==> src/rtl/lockin_if.sv <==
// lockin_if: sample-in / result-out bus of the lock-in demodulator.
interface lockin_if #(parameter int WORD_W = 16);
  logic in_valid;
  logic signed [WORD_W-1:0] adc_in;
  logic signed [WORD_W-1:0] ref_sin;
  logic signed [WORD_W-1:0] ref_cos;
  logic signed [WORD_W-1:0] i_out;
  logic signed [WORD_W-1:0] q_out;
  logic out_valid;
  modport master (output in_valid, adc_in, ref_sin, ref_cos, input i_out, q_out, out_valid);
  modport slave (input in_valid, adc_in, ref_sin, ref_cos, output i_out, q_out, out_valid);
endinterface

==> src/rtl/lockin_demod.sv <==
// lockin_demod: windowed I/Q lock-in demodulator (register, multiply, accumulate).
// Define LOCKIN_SAT_OUT_EN to saturate shifted results instead of wrapping them.
module lockin_demod #(
  parameter int WORD_W = 16,
  parameter int ACC_W = 48,
  parameter int CNT_W = 32
) (
  input  logic clk,
  input  logic rst,
  input  logic enable,
  input  logic [CNT_W-1:0] integ_len,
  input  logic [5:0] out_shift,
  output logic busy,
  lockin_if.slave bus
);
  typedef enum logic {IDLE, RUN} state_t;
  state_t state, state_d;
  logic s1_v, s2_v, c1, c2, done, run, take, last;
  logic [CNT_W-1:0] cnt, len_q, len_eff;
  logic signed [WORD_W-1:0] a_q, s_q, c_q;
  logic signed [2*WORD_W-1:0] p_i, p_q;
  logic signed [ACC_W-1:0] acc_i, acc_q, pe_i, pe_q;

  function automatic logic signed [WORD_W-1:0] fmt(input logic signed [ACC_W-1:0] acc, input logic [5:0] sh);
`ifdef LOCKIN_SAT_OUT_EN
    logic signed [ACC_W-1:0] v, hi;
    v = acc >>> sh;
    hi = v >>> (WORD_W - 1);
    return (hi == '0 || hi == '1) ? WORD_W'(v) :
           v[ACC_W-1] ? {1'b1, {(WORD_W-1){1'b0}}} : {1'b0, {(WORD_W-1){1'b1}}};
`else
    return WORD_W'(acc >>> sh);
`endif
  endfunction

  always_comb begin
    state_d = enable ? RUN : IDLE;
    busy = state == RUN;
    run = busy && enable;
    take = run && bus.in_valid;
    len_eff = len_q == '0 ? CNT_W'(1) : len_q;
    last = cnt + CNT_W'(1) == len_eff;
    pe_i = p_i;
    pe_q = p_q;
  end

  always_ff @(posedge clk)
    if (!rst) begin
      state <= IDLE;
      {s1_v, s2_v, c1, c2, done} <= '0;
      cnt <= '0;
      len_q <= '0;
      acc_i <= '0;
      acc_q <= '0;
      bus.i_out <= '0;
      bus.q_out <= '0;
      bus.out_valid <= 1'b0;
    end else begin
      state <= state_d;
      bus.out_valid <= run && done;
      if (run && done) begin
        bus.i_out <= fmt(acc_i, out_shift);
        bus.q_out <= fmt(acc_q, out_shift);
      end
      if (!run) begin
        {s1_v, s2_v, c1, c2, done} <= '0;
        cnt <= '0;
        len_q <= integ_len;
        acc_i <= '0;
        acc_q <= '0;
      end else begin
        s1_v <= take;
        c1 <= take && last;
        if (take) begin
          a_q <= bus.adc_in;
          s_q <= bus.ref_sin;
          c_q <= bus.ref_cos;
          cnt <= last ? '0 : cnt + CNT_W'(1);
          if (last) len_q <= integ_len;
        end
        s2_v <= s1_v;
        c2 <= c1;
        p_i <= a_q * s_q;
        p_q <= a_q * c_q;
        done <= c2;
        // a finished window is emitted while the next window's first product seeds the accumulator
        acc_i <= (done ? '0 : acc_i) + (s2_v ? pe_i : '0);
        acc_q <= (done ? '0 : acc_q) + (s2_v ? pe_q : '0);
      end
    end
endmodule

==> src/flat_wrapper.sv <==
// flat-port wrapper written by rule: the top's interface ports become plain ports
module lockin_demod_flat 
#(
  parameter int WORD_W = 16,
  parameter int ACC_W = 48,
  parameter int CNT_W = 32
)
  (clk, rst, enable, integ_len, out_shift, busy, bus_in_valid, bus_adc_in, bus_ref_sin, bus_ref_cos, bus_i_out, bus_q_out, bus_out_valid);
  lockin_if #(.WORD_W(WORD_W)) bus_i ();
  input  logic clk;
  input  logic rst;
  input  logic enable;
  input  logic [CNT_W-1:0] integ_len;
  input  logic [5:0] out_shift;
  output logic busy;
  input wire logic [$bits(bus_i.in_valid)-1:0] bus_in_valid;
  input wire logic [$bits(bus_i.adc_in)-1:0] bus_adc_in;
  input wire logic [$bits(bus_i.ref_sin)-1:0] bus_ref_sin;
  input wire logic [$bits(bus_i.ref_cos)-1:0] bus_ref_cos;
  output wire logic [$bits(bus_i.i_out)-1:0] bus_i_out;
  output wire logic [$bits(bus_i.q_out)-1:0] bus_q_out;
  output wire logic [$bits(bus_i.out_valid)-1:0] bus_out_valid;
  assign bus_i.in_valid = bus_in_valid;
  assign bus_i.adc_in = bus_adc_in;
  assign bus_i.ref_sin = bus_ref_sin;
  assign bus_i.ref_cos = bus_ref_cos;
  assign bus_i_out = bus_i.i_out;
  assign bus_q_out = bus_i.q_out;
  assign bus_out_valid = bus_i.out_valid;
  lockin_demod #(.WORD_W(WORD_W), .ACC_W(ACC_W), .CNT_W(CNT_W)) u_core (.clk(clk), .rst(rst), .enable(enable), .integ_len(integ_len), .out_shift(out_shift), .busy(busy), .bus(bus_i));
endmodule
==> config.mk <==
export PLATFORM = sky130hd
export DESIGN_NAME = lockin_demod_flat
export DESIGN_NICKNAME = d
export VERILOG_FILES = /design/src/rtl/lockin_if.sv /design/src/rtl/lockin_demod.sv /design/src/flat_wrapper.sv
export SDC_FILE = /design/constraint.sdc
export NUM_CORES = 2
export LEC_CHECK = 0
export ABC_AREA = 1
export CORE_ASPECT_RATIO = 1.25
export CORE_MARGIN = 5
export CORE_UTILIZATION = 66
export CTS_BUF_LIST = sky130_fd_sc_hd__clkbuf_4 sky130_fd_sc_hd__clkbuf_8
export DETAILED_ROUTE_END_ITERATION = 16
export PLACE_DENSITY_LB_ADDON = 0.25
export SLEW_MARGIN = 10
export SYNTH_ARGS = -nofsm -noshare
export SYNTH_HDL_FRONTEND = slang
export SYNTH_SLANG_ARGS = --single-unit
==> constraint.sdc <==
create_clock -name clk -period 6.5 [get_ports clk]
set_input_delay 0.65 -clock clk [delete_from_list [all_inputs] [get_ports clk]]
set_output_delay 0.65 -clock clk [all_outputs]
set_load 0.01 [all_outputs]
==> impl_metrics.tcl <==
set metrics [dict create \
    status "completed" \
    rsz0062_at_grt "false" \
    grtUsageTotal_pct 32.9 \
    numPortBuffers 123 \
    synthCells 5985 \
    min_from "u_core.c2$_SDFF_PN0_" \
    die-area_um2 69500 \
    max_slew_margin_pct 20.5 \
    grt-ovfl-total 0 \
    yosys.area_share.xor_xnor_pct 1.89 \
    placed_area_um2 44300 \
    final_util_pct 71.2 \
    min_path_type "reg2reg" \
    clockBufferDepth 3 \
    synth_area_per_cell_um2 7.09 \
    setup_viol 0 \
    gp_congestion 0.984 \
    ys_ff_latch 311 \
    reg2reg_to "u_core.p_q[28]$_DFFE_PP_" \
    synth.net_count 6860 \
    hold_violations 0 \
    antenna_found_initial 2 \
    root_buffer "clkbuf_8" \
    htreeDepth 2 \
    r2r-start "u_core.a_q[15]$_DFFE_PP_" \
    min_to "u_core.done$_SDFF_PN0_" \
    worstMarginPinSlew_ns 1.19 \
    grt_pass1_wl_mm 189 \
    swShare_pct 39.1 \
    slew_violations 0 \
    hpwl_mm 92.3 \
    wirelength_mm 115 \
    start_util_pct 66.3 \
    ctsHoldBuffers 0 \
    final_common_cell "nand2_1" \
    ys.warnings.count 0 \
    whs_path_depth 2 \
    power_frac_comb_pct 45.1 \
    syn_area_um2 42400 \
    fin_crit_ns 6.18 \
    synth_cell_types 53 \
    tns_ns 0 \
    fin_skew_ns 0.0567 \
    routedWlPerCell_um 16.7 \
    mostFrequentLayoutCells "1500 x nand2_1, 1228 x inv_1, 525 x fa_1" \
    die_h_um 293 \
    p_switching_uw 3170 \
    dr.pass1.iters 5 \
    num_vias 38000 \
    grt_pass1_vias 37600 \
    placed_cells 6773 \
    fin_cells 6871 \
    postRouteAntennaNets 0 \
    remaining_drc_errors 0 \
    layout-drive-gt1-share_pct 3.45 \
    crit_path_max_fanout 32 \
    synthMuxAreaShare_pct 0.779 \
    numCtsBuffers 53 \
    leakagePower_uw 0.0234 \
    drt_iter0_drc 3212 \
    powerDensity_nw_per_um2 178 \
    startpoint_type "flop" \
    pin_count 124 \
    die_x_um 237 \
    grt_max_degree 119 \
    cp_data_required_time_ns 6.90 \
    synthSimpleGateAreaFrac_pct 21.9 \
    core_um2 64000 \
    cp-end-kind "flop" \
    cap_viol_max_count 0 \
    r2r_slack_ns 0.32 \
    synth.yosys.seq_area_share_pct 17.3 \
    worstPathArrival_ns 6.58 \
    cts_tree "built" \
    synth_top_family_by_area "adder cells" \
    fin_area_um2 45600 \
    setup_ws_ns 0.318 \
    critPathKind "reg2reg" \
    p_int_uw 4930 \
    finalNetCount 6855 \
    p_seq_share_pct 28.6 \
    clock-sinks 311 \
    r2r_cells 21 \
    synth_fa_ha_area_share_pct 32.5 \
    pre_cts_ws_ns 0.374 \
    peakVddDrop_v 0.000142 \
    final.period_utilization_pct 95.1 \
    area_growth_pct 7.43 \
    clkPwrFrac_pct 26.3 \
    clk_pin_slew_ns 0.06 \
    fmax_mhz 162 \
    synth_compound_area_share_pct 12.4 \
    vias_per_cell 5.54 \
    clock_latency_ns 0.68 \
    row_count 104 \
]
-- metrics by stage --
stage / hold slack [ns] / total power [uW]
floorplan: 0.394 / 5080
global placement: 0.391 / 5870
detailed placement: 0.399 / 5960
CTS: 0.410 / 8110
global route: 0.431 / 8750
finish: 0.407 / 8100
-- synthesized netlist by cell type, drive strengths merged --
cell type / count / area, um^2
nand2: 1507 / 5680
inv: 1233 / 4630
fa: 526 / 10500
nor2: 498 / 1930
o21ai: 414 / 2080
a21oi: 395 / 1980
ha: 259 / 3240
nand3: 225 / 1140
clkbuf: 212 / 796
dfxtp: 199 / 3980
edfxtp: 112 / 3360
xor2: 49 / 429
buf: 41 / 216
xnor2: 37 / 324
o21a: 35 / 263
mux2i: 33 / 330
o211ai: 31 / 233
a31oi: 24 / 150
a21o: 22 / 165
nand4: 21 / 138
nand3b: 20 / 150
o21bai: 15 / 113
nor3: 14 / 70.1
nor4: 14 / 87.6
a21boi: 7 / 52.6
a211oi: 6 / 45.0
o221ai: 6 / 52.6
and3: 5 / 31.3
o2111ai: 5 / 43.8
or2: 5 / 31.3
clkinv: 3 / 11.3
a311oi: 2 / 17.5
o311ai: 2 / 17.5
xor3: 2 / 47.6
a221o: 1 / 10.0
a221oi: 1 / 8.76
a31o: 1 / 8.76
nand2b: 1 / 6.26
nor4b: 1 / 8.76
o31ai: 1 / 7.51
-- layer usage --
metal	track usage, %	part of all wire, %	vias up
met5	0	0	-
met4	10.7	3.7	0
met3	4.70	6.8	282
met2	56.4	48	1418
met1	43.4	41	17900
li1	-	-	18400
-- worst max-delay path, cell delays in order, from the launching register on --
cell	delay [ns]
edfxtp_1	0.42
buf_12	0.20
nand2_1	0.12
inv_1	0.09
fa_1	0.78
fa_1	0.52
fa_1	0.52
fa_1	0.50
fa_1	0.49
inv_1	0.05
fa_1	0.47
inv_1	0.04
ha_1	0.39
nand2_1	0.17
nor4_1	0.51
nand4_1	0.14
nand3_1	0.14
nand2_1	0.06
nand2_1	0.09
nand3_1	0.07
nand2_1	0.07
xor2_1	0.06
-- flip-flops by register name (all words and copies together) (netlist names), 16 cells and up --
signal,count
u_core.acc_q,48
u_core.p_q,32
u_core.a_q,16
u_core.bus.i_out,16
u_core.cnt,32
u_core.acc_i,48
u_core.c_q,16
u_core.bus.q_out,16
u_core.len_q,32
u_core.s_q,16
u_core.p_i,32
-- cell type report --
| type | instances | area [um^2] |
|---|---|---|
| Antenna cell | 1 | 2.50 |
| Clock buffer | 64 | 843 |
| Clock inverter | 33 | 418 |
| Fill cell | 5432 | 18500 |
| Inverter | 1236 | 4640 |
| Multi-Input combinational cell | 4185 | 29400 |
| Sequential cell | 311 | 7350 |
| Tap cell | 848 | 1060 |
| Timing Repair Buffer | 193 | 1810 |
-- worst max path at each step --
stage / from / endpoint / slack, ns / cells past startpoint
global placement: u_core.a_q[15]$_DFFE_PP_ / u_core.p_q[28]$_DFFE_PP_ / 0.46 / 21
floorplan: u_core.c_q[3]$_DFFE_PP_ / u_core.p_q[29]$_DFFE_PP_ / 0.65 / 21
global route: u_core.s_q[3]$_DFFE_PP_ / u_core.p_i[29]$_DFFE_PP_ / 0.001 / 20
CTS: u_core.a_q[15]$_DFFE_PP_ / u_core.p_i[28]$_DFFE_PP_ / 0.31 / 24
finish: u_core.a_q[15]$_DFFE_PP_ / u_core.p_q[28]$_DFFE_PP_ / 0.32 / 21
detailed placement: u_core.a_q[15]$_DFFE_PP_ / u_core.p_q[29]$_DFFE_PP_ / 0.37 / 20
-- power groups by stage --
stage | Combinational [uW] | Clock, uW | Sequential, uW
after floorplan | 2740 | 0 | 2330
after global placement | 3520 | 0 | 2350
after detailed placement | 3600 | 0 | 2360
after CTS | 3630 | 2170 | 2310
after global routing | 4170 | 2260 | 2320
final | 3650 | 2130 | 2310
-- timing repair --
| item | CTS | global route |
|---|---|---|
| setup buffers | 0 | 0 |
| setup endpoints to repair | 0 | 1 |
| resized for setup | 0 | 1 |
-- cell families (layout without fill, tap and decap cells) --
| logic type | after synthesis | after routing |
|---|---|---|
| AND/OR/NAND/NOR | 2311 | 2311 |
| buffers and inverters | 1489 | 1526 |
| AO/OA/AOI/OAI | 968 | 968 |
| adder cells (fa/ha/maj) | 785 | 785 |
| flip-flops | 311 | 311 |
| XOR/XNOR | 88 | 88 |
| multiplexers | 33 | 33 |
| other | 0 | 1 |
No activity file was read; power rests on OpenSTA's default activity.
